`config.mk`:
```
export PLATFORM = sky130hd
export DESIGN_NAME = pc_sequencer
export DESIGN_NICKNAME = d
export VERILOG_FILES = /design/src/rtl/pc_sequencer.sv
export SDC_FILE = /design/constraint.sdc
export NUM_CORES = 1
export LEC_CHECK = 0
export CORE_MARGIN = 5
export CORE_UTILIZATION = 45
export DETAILED_ROUTE_END_ITERATION = 6
export PLACE_DENSITY_LB_ADDON = 0.1
export SETUP_SLACK_MARGIN = 0.02
export SLEW_MARGIN = 15
export SYNTH_ARGS = -nofsm -noshare
export SYNTH_HDL_FRONTEND = slang
export SYNTH_SLANG_ARGS = --single-unit
```
`constraint.sdc`:
```
create_clock -name i_clk -period 8.6 [get_ports i_clk]
set_input_delay 1.29 -clock i_clk [delete_from_list [all_inputs] [get_ports i_clk]]
set_output_delay 1.29 -clock i_clk [all_outputs]
set_load 0.1 [all_outputs]
```
`src/rtl/pc_sequencer.sv`:
```
// Program counter and fetch/exec/halt/fault sequencer; resolves branches and jumps,
// with an optional MIPS branch delay slot and an optional bus-wait timeout.
module pc_sequencer #(
   parameter logic [31:0] RESET_VECTOR = 32'hBFC0_0000,
   parameter logic [31:0] HALT_ADDR    = 32'h0000_0000,
   parameter bit          DELAY_SLOT   = 1'b1,
   parameter int unsigned WAIT_TIMEOUT = 0
) (
   input  logic        i_clk,
   input  logic        i_reset,
   input  logic [31:0] i_instruction_word,
   input  logic        i_instr_waitrequest,
   input  logic        i_data_waitrequest,
   input  logic        i_data_access,
   input  logic        i_md_busy,
   input  logic        i_n,
   input  logic        i_z,
   input  logic        i_eq,
   input  logic [31:0] i_read_data_0,
   output logic [31:0] o_instr_address,
   output logic        o_instr_read,
   output logic [1:0]  o_state,
   output logic        o_ir_en,
   output logic        o_commit,
   output logic        o_b_link,
   output logic [31:0] o_link_addr,
   output logic        o_finish,
   output logic        o_fault
);

   typedef enum logic [1:0] {
      StFetch  = 2'b00,
      StExec   = 2'b01,
      StHalted = 2'b10,
      StFault  = 2'b11
   } state_t;

   localparam logic [5:0] OpSpecial = 6'h00;
   localparam logic [5:0] OpRegimm  = 6'h01;
   localparam logic [5:0] OpJ       = 6'h02;
   localparam logic [5:0] OpJal     = 6'h03;
   localparam logic [5:0] OpBeq     = 6'h04;
   localparam logic [5:0] OpBne     = 6'h05;
   localparam logic [5:0] OpBlez    = 6'h06;
   localparam logic [5:0] OpBgtz    = 6'h07;
   localparam logic [5:0] FnJr      = 6'h08;
   localparam logic [5:0] FnJalr    = 6'h09;
   localparam logic [4:0] RtBltz    = 5'h00;
   localparam logic [4:0] RtBgez    = 5'h01;
   localparam logic [4:0] RtBltzal  = 5'h10;
   localparam logic [4:0] RtBgezal  = 5'h11;

   state_t      r_state;
   logic [31:0] r_pc;
   logic [31:0] r_pending_target;
   logic        r_pending_valid;
   logic [31:0] r_wait_cnt;

   logic [5:0]  w_opcode;
   logic [5:0]  w_funct;
   logic [4:0]  w_rt;
   logic [31:0] w_pc4;
   logic [31:0] w_br_target;
   logic [31:0] w_j_target;
   logic [31:0] w_target;
   logic        w_redirect;
   logic        w_link;
   logic        w_is_jr;
   logic        w_take;
   logic        w_misaligned;
   logic        w_stall;
   logic        w_waiting;
   logic        w_timeout;
   logic        w_commit;
   logic [31:0] w_next_pc;

   assign w_opcode    = i_instruction_word[31:26];
   assign w_funct     = i_instruction_word[5:0];
   assign w_rt        = i_instruction_word[20:16];
   assign w_pc4       = r_pc + 32'd4;
   assign w_br_target = w_pc4 + {{14{i_instruction_word[15]}}, i_instruction_word[15:0], 2'b00};
   assign w_j_target  = {w_pc4[31:28], i_instruction_word[25:0], 2'b00};

   // w_redirect is the taken condition; w_link ignores the condition.
   always_comb begin
      w_redirect = 1'b0;
      w_link     = 1'b0;
      w_is_jr    = 1'b0;
      w_target   = w_br_target;
      case (w_opcode)
         OpSpecial: begin
            if (w_funct == FnJr || w_funct == FnJalr) begin
               w_redirect = 1'b1;
               w_is_jr    = 1'b1;
               w_target   = i_read_data_0;
               w_link     = (w_funct == FnJalr);
            end
         end
         OpRegimm: begin
            case (w_rt)
               RtBltz:   w_redirect = i_n;
               RtBgez:   w_redirect = !i_n;
               RtBltzal: begin w_redirect = i_n;  w_link = 1'b1; end
               RtBgezal: begin w_redirect = !i_n; w_link = 1'b1; end
               default:  ;
            endcase
         end
         OpJ:     begin w_redirect = 1'b1; w_target = w_j_target; end
         OpJal:   begin w_redirect = 1'b1; w_target = w_j_target; w_link = 1'b1; end
         OpBeq:   w_redirect = i_eq;
         OpBne:   w_redirect = !i_eq;
         OpBlez:  w_redirect = i_n | i_z;
         OpBgtz:  w_redirect = !i_n & !i_z;
         default: ;
      endcase
   end

   // A redirect sitting in a delay slot behaves as straight-line code.
   assign w_take       = w_redirect & !(DELAY_SLOT & r_pending_valid);
   assign w_misaligned = w_is_jr & w_take & (w_target[1:0] != 2'b00);
   assign w_stall      = i_md_busy | (i_data_access & i_data_waitrequest);
   assign w_waiting    = ((r_state == StFetch) & i_instr_waitrequest) |
                         ((r_state == StExec) & i_data_access & i_data_waitrequest);
   assign w_timeout    = (WAIT_TIMEOUT != 0) && w_waiting &&
                         (r_wait_cnt + 32'd1 == WAIT_TIMEOUT);
   assign w_commit     = (r_state == StExec) & !w_stall & !i_reset;

   always_comb begin
      if (DELAY_SLOT) begin
         w_next_pc = r_pending_valid ? r_pending_target : w_pc4;
      end else begin
         w_next_pc = w_take ? w_target : w_pc4;
      end
   end

   always_ff @(posedge i_clk) begin
      if (i_reset) begin
         r_state          <= StFetch;
         r_pc             <= RESET_VECTOR;
         r_pending_target <= '0;
         r_pending_valid  <= 1'b0;
         r_wait_cnt       <= '0;
      end else begin
         r_wait_cnt <= w_waiting ? r_wait_cnt + 32'd1 : '0;
         case (r_state)
            StFetch: begin
               if (w_timeout) begin
                  r_state <= StFault;
               end else if (!i_instr_waitrequest) begin
                  r_state <= StExec;
               end
            end
            StExec: begin
               if (w_timeout) begin
                  r_state <= StFault;
               end else if (w_commit) begin
                  if (w_misaligned) begin
                     r_pc            <= w_target;
                     r_pending_valid <= 1'b0;
                     r_state         <= StFault;
                  end else begin
                     r_pc    <= w_next_pc;
                     r_state <= (w_next_pc == HALT_ADDR) ? StHalted : StFetch;
                     if (DELAY_SLOT) begin
                        if (r_pending_valid) begin
                           r_pending_valid <= 1'b0;
                        end else if (w_redirect) begin
                           r_pending_valid  <= 1'b1;
                           r_pending_target <= w_target;
                        end
                     end
                  end
               end
            end
            default: ;
         endcase
      end
   end

   assign o_instr_address = r_pc;
   assign o_instr_read    = (r_state == StFetch);
   assign o_state         = r_state;
   assign o_ir_en         = (r_state == StFetch) & !i_instr_waitrequest & !i_reset;
   assign o_commit        = w_commit;
   assign o_b_link        = (r_state == StExec) & w_link;
   assign o_link_addr     = DELAY_SLOT ? r_pc + 32'd8 : r_pc + 32'd4;
   assign o_finish        = (r_state == StHalted);
   assign o_fault         = (r_state == StFault);

endmodule

```
==> results of run 1 <==
[per-layer routing]
layer | track usage | share of wire | vias to the layer above
met5 | 0 | 0 | -
met4 | 0.0447 | 0.0083 | 0
met3 | 0.0332 | 0.087 | 8
met2 | 0.328 | 0.40 | 307
met1 | 0.394 | 0.51 | 3217
li1 | - | - | 3488
[layout make-up]
class | count | area share
Multi-Input combinational cell | 735 | 0.589
Timing Repair Buffer | 155 | 0.180
Sequential cell | 67 | 0.159
Tap cell | 184 | 0.0272
Clock buffer | 9 | 0.0266
Clock inverter | 7 | 0.0138
Inverter | 12 | 0.00532
[layout by cell type (no fill, tap or decap), types with 10 or more instances in the layout]
| cell | count |
|---|---|
| ha_1 | 34 |
| dfxtp_1 | 66 |
| nand3_1 | 40 |
| nor3_1 | 37 |
| o21ai_0 | 41 |
| a21oi_1 | 68 |
| buf_4 | 11 |
| a21o_1 | 17 |
| nor4_1 | 16 |
| xnor2_1 | 36 |
| nand2_1 | 74 |
| a22o_1 | 14 |
| inv_1 | 10 |
| clkdlybuf4s50_1 | 143 |
| nand4_1 | 14 |
| nor2_1 | 86 |
| a31oi_1 | 17 |
| mux2i_1 | 32 |
| a211oi_1 | 27 |
| xor2_1 | 39 |
[cell usage after synthesis (all sizes together) (5+ instances only)]
| cell | n |
|---|---|
| a211oi | 28 |
| a21o | 17 |
| a21oi | 68 |
| a221oi | 7 |
| a22o | 14 |
| a22oi | 9 |
| a31oi | 17 |
| and2 | 7 |
| and3 | 9 |
| and4 | 7 |
| buf | 35 |
| clkbuf | 40 |
| dfxtp | 67 |
| ha | 34 |
| inv | 10 |
| mux2 | 5 |
| mux2i | 32 |
| nand2 | 74 |
| nand3 | 41 |
| nand4 | 17 |
| nor2 | 87 |
| nor3 | 40 |
| nor4 | 20 |
| o211ai | 7 |
| o21ai | 43 |
| o31ai | 7 |
| xnor2 | 36 |
| xor2 | 41 |
[critical path, cell delays in order]
cell,delay [ps]
buf_2,70
buf_4,440
clkinv_1,600
nand2_1,510
clkinv_1,360
clkdlybuf4s50_1,1060
[stage by stage]
| step | cell area, um2 | power, mW |
|---|---|---|
| floorplan | 6720 | 0.493 |
| global placement | 8120 | 0.578 |
| detailed placement | 8120 | 0.579 |
| CTS | 8460 | 0.998 |
| global route | 8460 | 1.03 |
| finish | 8460 | 0.994 |
[power by group]
| part | switching (mW) | internal, mW | total, mW |
|---|---|---|---|
| combinational | 0.158 | 0.0944 | 0.252 |
| sequential | 0.00909 | 0.315 | 0.324 |
| clock | 0.136 | 0.282 | 0.418 |
| total | 0.303 | 0.691 | 0.994 |
[worst min-delay path by stage]
stage                                 endpoint  slack [ps]  cells after the start
after detailed placement  r_pending_target[23]         490                      2
after global placement     r_pending_target[5]         480                      2
after floorplan            r_pending_target[5]         460                      2
after global routing       r_pending_target[8]         520                      2
after CTS                 r_pending_target[23]         490                      2
final                     r_pending_target[23]         490                      2
[cell families (layout without fill, tap and decap cells)]
group                    count (synthesis)  after routing  synth area share
AND/OR/NAND/NOR                        329            329             0.257
AO/OA/AOI/OAI                          257            257             0.259
buffers and inverters                   87            183            0.0600
XOR/XNOR                                77             77             0.103
flip-flops                              67             67             0.200
multiplexers                            37             37            0.0561
adder cells (fa/ha/maj)                 35             35            0.0663
[sequential cells by signal (all words and copies together) (netlist names)]
register          flops
o_instr_address      32
o_state               2
r_pending_target     32
r_pending_valid       1
==> metrics.csv, run 1 <==
metric;value;unit
setup_tns;0;ps
finalWorstSetupSlack;2940;ps
drc;0;
slew_viol_final;0;
yosysUniqueCellTypes;78;
rr_worst_depth;14;
critPathCapture;o_commit;
fp.dieArea;17500;um2
io_buffers;144;
finalHoldViolCount;0;
slew_headroom;0.323;
insertedDiodeCount;0;
instances_no_fill;1169;
async_flop_share;0;
nNetsFinal;1088;
die_w;132;um
vias_per_cell;6.01;
initial_core_util;0.460;
cts_tree;done;
place_ws;2950;ps
vias;7020;
drive_gt1_frac;0.0640;
cts.sinks;67;
routed_wirelength;22.0;mm
timing.hold.ws;495;ps
endpoint_kind;output port;
powerDensity;118;nW/um2
grt_max_degree;52;
first_pass_iters;6;
path_max_fanout;51;
yosys.area.top_type_share;0.200;
dp_hpwl;17.3;mm
clock_skew;4.40;ps
core;14600;um2
cts_root_buf;clkbuf_16;
ys_ff_latch;67;
first_global_vias;6302;
multi_input_area;4980;um2
cts-htree-levels;3;
insertion_delay;330;ps
die_h;132;um
utilization;0.580;
drt_iter0_drc;491;
wl_per_cell;18.9;um
min_path_type;flop to flop;
antenna_found_initial;0;
n_fill_cell;1402;
setup_viol;0;
gp_congestion;0.919;
yosys-top-cells-area;dfxtp_1, ha_1, xor2_1;
seq_area_frac_synth;0.200;
fmax;177;MHz
grt_overflow;0;
cp.arrival;4370;ps
synth_top_cell_by_area;dfxtp_1;
numCtsBuffers;9;
syn_to_final_growth;26.0;%
required;7310;ps
hp-start;r_pending_target[23];
cts_resized;0;
maxCapViolations;0;
ir_drop;0.000128;V
p_leak;3.06;nW
cts_buffer_depth;2;
path_class;input pin to output port;
place_inst;1153;
min_period;5660;ps
clk_pin_slew_worst_paths;50;ps
tightest_slew;1010;ps
syn_inst;889;
postCtsSetupBuffers;0;
num_rows;44;
grt_pass1_wl;34.9;mm
syn_area_per_cell;7.56;um2
outcome;finished, final reports clean;
detail-route-antenna-nets;0;
syn-num-nets;997;
synth_edf_count;0;
timing.rr.end;r_pending_target[28];
area.sequential;1340;um2
rsz0062_at_grt;no;
cp-start-kind;input pin;
r2r-start;o_instr_address[2];
r2r_slack;3870;ps
cts_hold_buf;0;
startpoint;i_reset;
grtUsageTotal;0.240;
synth_warnings;0;
ys.flop_type;dfxtp_1;
synth_area;6720;um2
io_pins;145;
post-route-period-util;0.658;
Power figures use the tool's default switching activity.
==> run 2, diff against run 1 <==
Clock period 8.6 ns to 5.65 ns, I/O delays scaled along.
==> run 2 against run 1 <==
Wire length grew 3.2%. Via count up 1.5%. Largest cell class unchanged. Die area stayed put. Non-clock buffer count rose by 8. Global-route usage increased by 0.79 points. Critical endpoint is now o_link_addr[29]. Utilization is essentially flat.
==> metrics.csv, run 2 (same netlist as run 1, synthesis figures left out) <==
metric;value;unit
outcome;finished, final reports clean;
nNetsFinal;1096;
insertion_delay;340;ps
grtUsageTotal;0.248;
first_global_vias;6287;
place_inst;1161;
ir_drop;0.000108;V
detail-route-antenna-nets;0;
insertedDiodeCount;0;
gp_congestion;0.943;
cts-htree-levels;3;
num_rows;44;
drc;0;
cts_resized;0;
layout_common_cells;clkdlybuf4s50_1, nor2_1, nand2_1;
cts.sinks;67;
fmax;226;MHz
cts_hold_buf;0;
dpl_cell_area;8170;um2
vias_per_cell;6.05;
post-route-period-util;0.784;
slew_headroom;0.319;
setup_viol;0;
path_max_fanout;8;
finalInstanceArea;8470;um2
wl_per_cell;19.3;um
die_h;132;um
p_switching;458;uW
grt_pass1_wl;35.7;mm
comb_power_share;0.274;
total_power;1.43;mW
first_pass_iters;5;
grt_max_degree;43;
cts_buffer_depth;2;
final_common_cell;clkdlybuf4s50_1;
required;4800;ps
instances_no_fill;1177;
die_w;132;um
switching_share;0.321;
vias;7126;
rsz0062_at_grt;no;
clock_skew;7.17;ps
p_int;970;uW
cp-start-kind;flop;
clk_pin_slew_worst_paths;60;ps
n_fill_cell;1399;
postCtsSetupBuffers;0;
utilization;0.580;
maxCapViolations;0;
drt_iter0_drc;583;
setup_tns;0;ps
min_path_type;flop to flop;
grt_overflow;0;
tightest_slew;1020;ps
slew_viol_final;0;
syn_to_final_growth;26.1;%
io_pins;145;
drive_gt1_frac;0.0715;
cp.arrival;3580;ps
io_buffers;144;
path_class;flop to output port;
dp_hpwl;17.7;mm
initial_core_util;0.460;
clock_power_share;0.382;
min_period;4430;ps
antenna_found_initial;0;
fp.dieArea;17500;um2
cts_tree;done;
p_leak;3.08;nW
routed_wirelength;22.8;mm
cts_root_buf;clkbuf_16;
seq_power_share;0.344;
endpoint_kind;output port;
r2r_slack;1310;ps
core;14600;um2
powerDensity;169;nW/um2
finalHoldViolCount;0;
numCtsBuffers;9;
run 2: cell types whose count changed in the layout (fill, tap and decap cells not counted):
| cell | delta |
|---|---|
| buf_4 | +10 |
| bufinv_16 | -3 |
| clkbuf_1 | +2 |
| clkbuf_8 | +4 |
| clkdlybuf4s50_1 | -2 |
| clkinv_2 | -1 |
| clkinv_4 | -1 |
| clkinvlp_4 | -1 |
run 2: worst max-delay path: stages, from the launching register on:
cell and delay [ps]:
dfxtp_1 450, ha_1 310, nand3_4 140, nor4_2 360, nand3_1 300, nor2_1 260
nand3_1 110, xnor2_1 150, clkdlybuf4s50_1 1150
run 2: layer usage:
| layer | track usage | share of wire | vias up |
|---|---|---|---|
| met3 | 0.0332 | 0.090 | 11 |
| met1 | 0.409 | 0.50 | 3304 |
| met2 | 0.339 | 0.41 | 319 |
| met4 | 0.0441 | 0.0067 | 0 |
| met5 | 0 | 0 | - |
| li1 | - | - | 3492 |
run 2: power groups by stage:
stage | Combinational [mW] | Clock (mW) | Sequential (mW)
finish | 0.391 | 0.545 | 0.491
global route | 0.417 | 0.569 | 0.493
CTS | 0.386 | 0.552 | 0.491
detailed placement | 0.385 | 0 | 0.501
global placement | 0.386 | 0 | 0.501
floorplan | 0.219 | 0 | 0.532
run 2: worst paths after layout:
kind                              from                    to  cells past startpoint
setup / recovery    o_instr_address[4]       o_link_addr[29]                      8
hold / removal    r_pending_target[23]  r_pending_target[23]                      2
setup reg to reg    o_instr_address[4]  r_pending_target[31]                     14
hold reg to reg   r_pending_target[23]  r_pending_target[23]                      2
run 2: area by class of cell:
cell class	instances	area [um2]	share of cell area
Clock inverter	1	5.00	0.000591
Tap cell	184	230	0.0272
Inverter	12	45.0	0.00532
Clock buffer	15	288	0.0340
Timing Repair Buffer	163	1570	0.186
Sequential cell	67	1340	0.159
Multi-Input combinational cell	735	4980	0.588
run 2: metrics by stage:
step                setup slack [ps]  hold slack [ps]
floorplan                        735              460
global placement                1430              474
detailed placement              1390              487
CTS                             1190              495
global route                     917              510
finish                          1220              496
==> run 3, diff against run 2 <==
Clock period 5.65 ns to 3.5 ns, I/O delays scaled along.
==> run 3 against run 2 <==
The run now ends with setup timing left. Global-route usage grew 2.3 points. Sequential power up 58%. Critical path depth grew 6. Die area unchanged. Sequential cell count did not move. Combinational power up 99%. Final area rose by 22%. Worst hold slack worse by 1.8 ps. First-iteration DRC count grew 30%. Clock skew about the same. Register-to-register slack got worse by 1400 ps. Highest routed layer unchanged.
==> metrics.csv, run 3 (same netlist as run 1, synthesis figures left out) <==
metric;value;unit
vias_per_cell;5.94;
grt_max_degree;51;
core;14600;um2
first_global_vias;7071;
layout_common_cells;buf_4, clkdlybuf4s50_1, nor2_1;
initial_core_util;0.460;
max_stage_delay;580;ps
cts-htree-levels;3;
min_path_type;flop to flop;
setup_viol;6;
insertion_delay;330;ps
clk_pin_slew_worst_paths;60;ps
total_power;2.51;mW
fmax;277;MHz
antenna_found_initial;0;
num_rows;44;
syn_to_final_growth;54.2;%
min_period;3620;ps
clock_skew;7.48;ps
grtUsageTotal;0.272;
die_h;132;um
tightest_slew;981;ps
io_buffers;144;
insertedDiodeCount;0;
cts_root_buf;clkbuf_16;
cpMostUsedCell;o41a_1;
cts_tree;done;
post-route-period-util;1.03;
final_common_cell;buf_4;
die_w;132;um
drive_gt1_frac;0.315;
required;3760;ps
finalWorstSetupSlack;-116;ps
drc;0;
p_leak;4.17;nW
nNetsFinal;1241;
slew_viol_final;0;
cp_slowest_cell;or4_4;
outcome;complete, but fails checks;
cts_buffer_depth;2;
grt_pass1_wl;38.9;mm
violations;setup timing;
path_class;flop to flop;
numCtsBuffers;9;
powerDensity;242;nW/um2
grt_overflow;0;
n_fill_cell;1185;
startpoint;o_instr_address[3];
crit_chain;ha_4, nand3_4, or4_4, nor4_4, xor2_2, ha_1, nor3_1, o21a_1, o41a_1, o41a_1, a31o_2, xor2_1, or3_1, a41oi_2;
r2r-start;o_instr_address[3];
detail-route-antenna-nets;0;
routed_wirelength;25.1;mm
finalHoldViolCount;0;
gp_congestion;0.990;
setup_tns;-243;ps
ir_drop;0.000233;V
wl_per_cell;19.0;um
dp_hpwl;19.5;mm
path_delay_family;simple AND/OR/NAND/NOR gates;
fp.dieArea;17500;um2
vias;7859;
cts_hold_buf;0;
cp.arrival;3880;ps
rsz0062_at_grt;yes;
timing.hold.ws;494;ps
cts.sinks;67;
io_pins;145;
path_max_fanout;5;
slew_headroom;0.344;
endpoint_kind;flop;
maxCapViolations;0;
critPathBufInv;0;
first_pass_iters;5;
place_ws;-269;ps
hp-start;r_pending_target[23];
drt_iter0_drc;759;
cp-start-kind;flop;
==> run 3: where the power goes <==
part           total (mW)  internal (mW)  leakage (nW)  switching [mW]
clock               0.953          0.621         0.150           0.331
sequential          0.776          0.764         0.556          0.0115
combinational       0.779          0.334          3.46           0.445
total                2.51           1.72          4.17           0.788
==> run 3: repair_timing <==
| action | in CTS | in global routing |
|---|---|---|
| endpoints found under the setup margin | 17 | 20 |
| setup buffers | 4 | 4 |
| gates resized for setup | 37 | 43 |
| pin swaps | 24 | 16 |
==> run 3: final timing paths <==
kind	endpoint	slack, ps	depth (start not counted)
min reg2reg	r_pending_target[23]	490	2
min	r_pending_target[23]	490	2
max reg2reg	r_pending_target[31]	-120	14
max	r_pending_target[31]	-120	14
==> run 3: layout make-up <==
class / count / area [um2] / area share
clock buffers: 11 / 233 / 0.0225
clock inverters: 5 / 77.6 / 0.00749
inverters: 12 / 45.0 / 0.00435
multi-input cells: 735 / 5630 / 0.543
flip-flops and latches: 67 / 1410 / 0.136
well taps: 184 / 230 / 0.0222
repair buffers: 308 / 2740 / 0.265
==> run 3: stage by stage <==
step | util | instances | area (um2)
floorplan | - | 889 | 6960
global placement | 0.653 | 1298 | 9520
detailed placement | 0.653 | 1298 | 9520
CTS | 0.690 | 1318 | 10100
global route | 0.710 | 1322 | 10400
finish | 0.710 | 1322 | 10400
==> run 3: per-layer routing <==
layer | vias to the layer above | part of all wire | GRT usage
li1 | 3787 | - | -
met1 | 3652 | 0.49 | 0.437
met2 | 385 | 0.40 | 0.375
met3 | 35 | 0.094 | 0.0435
met4 | 0 | 0.014 | 0.0571
met5 | - | 0 | 0
==> run 3: worst min-delay path: cells and delay by family (launching register included) <==
family,cells,cell delay [ps]
flip-flops,1,300
AND/OR/NAND/NOR,1,90
AO/OA/AOI/OAI,1,50
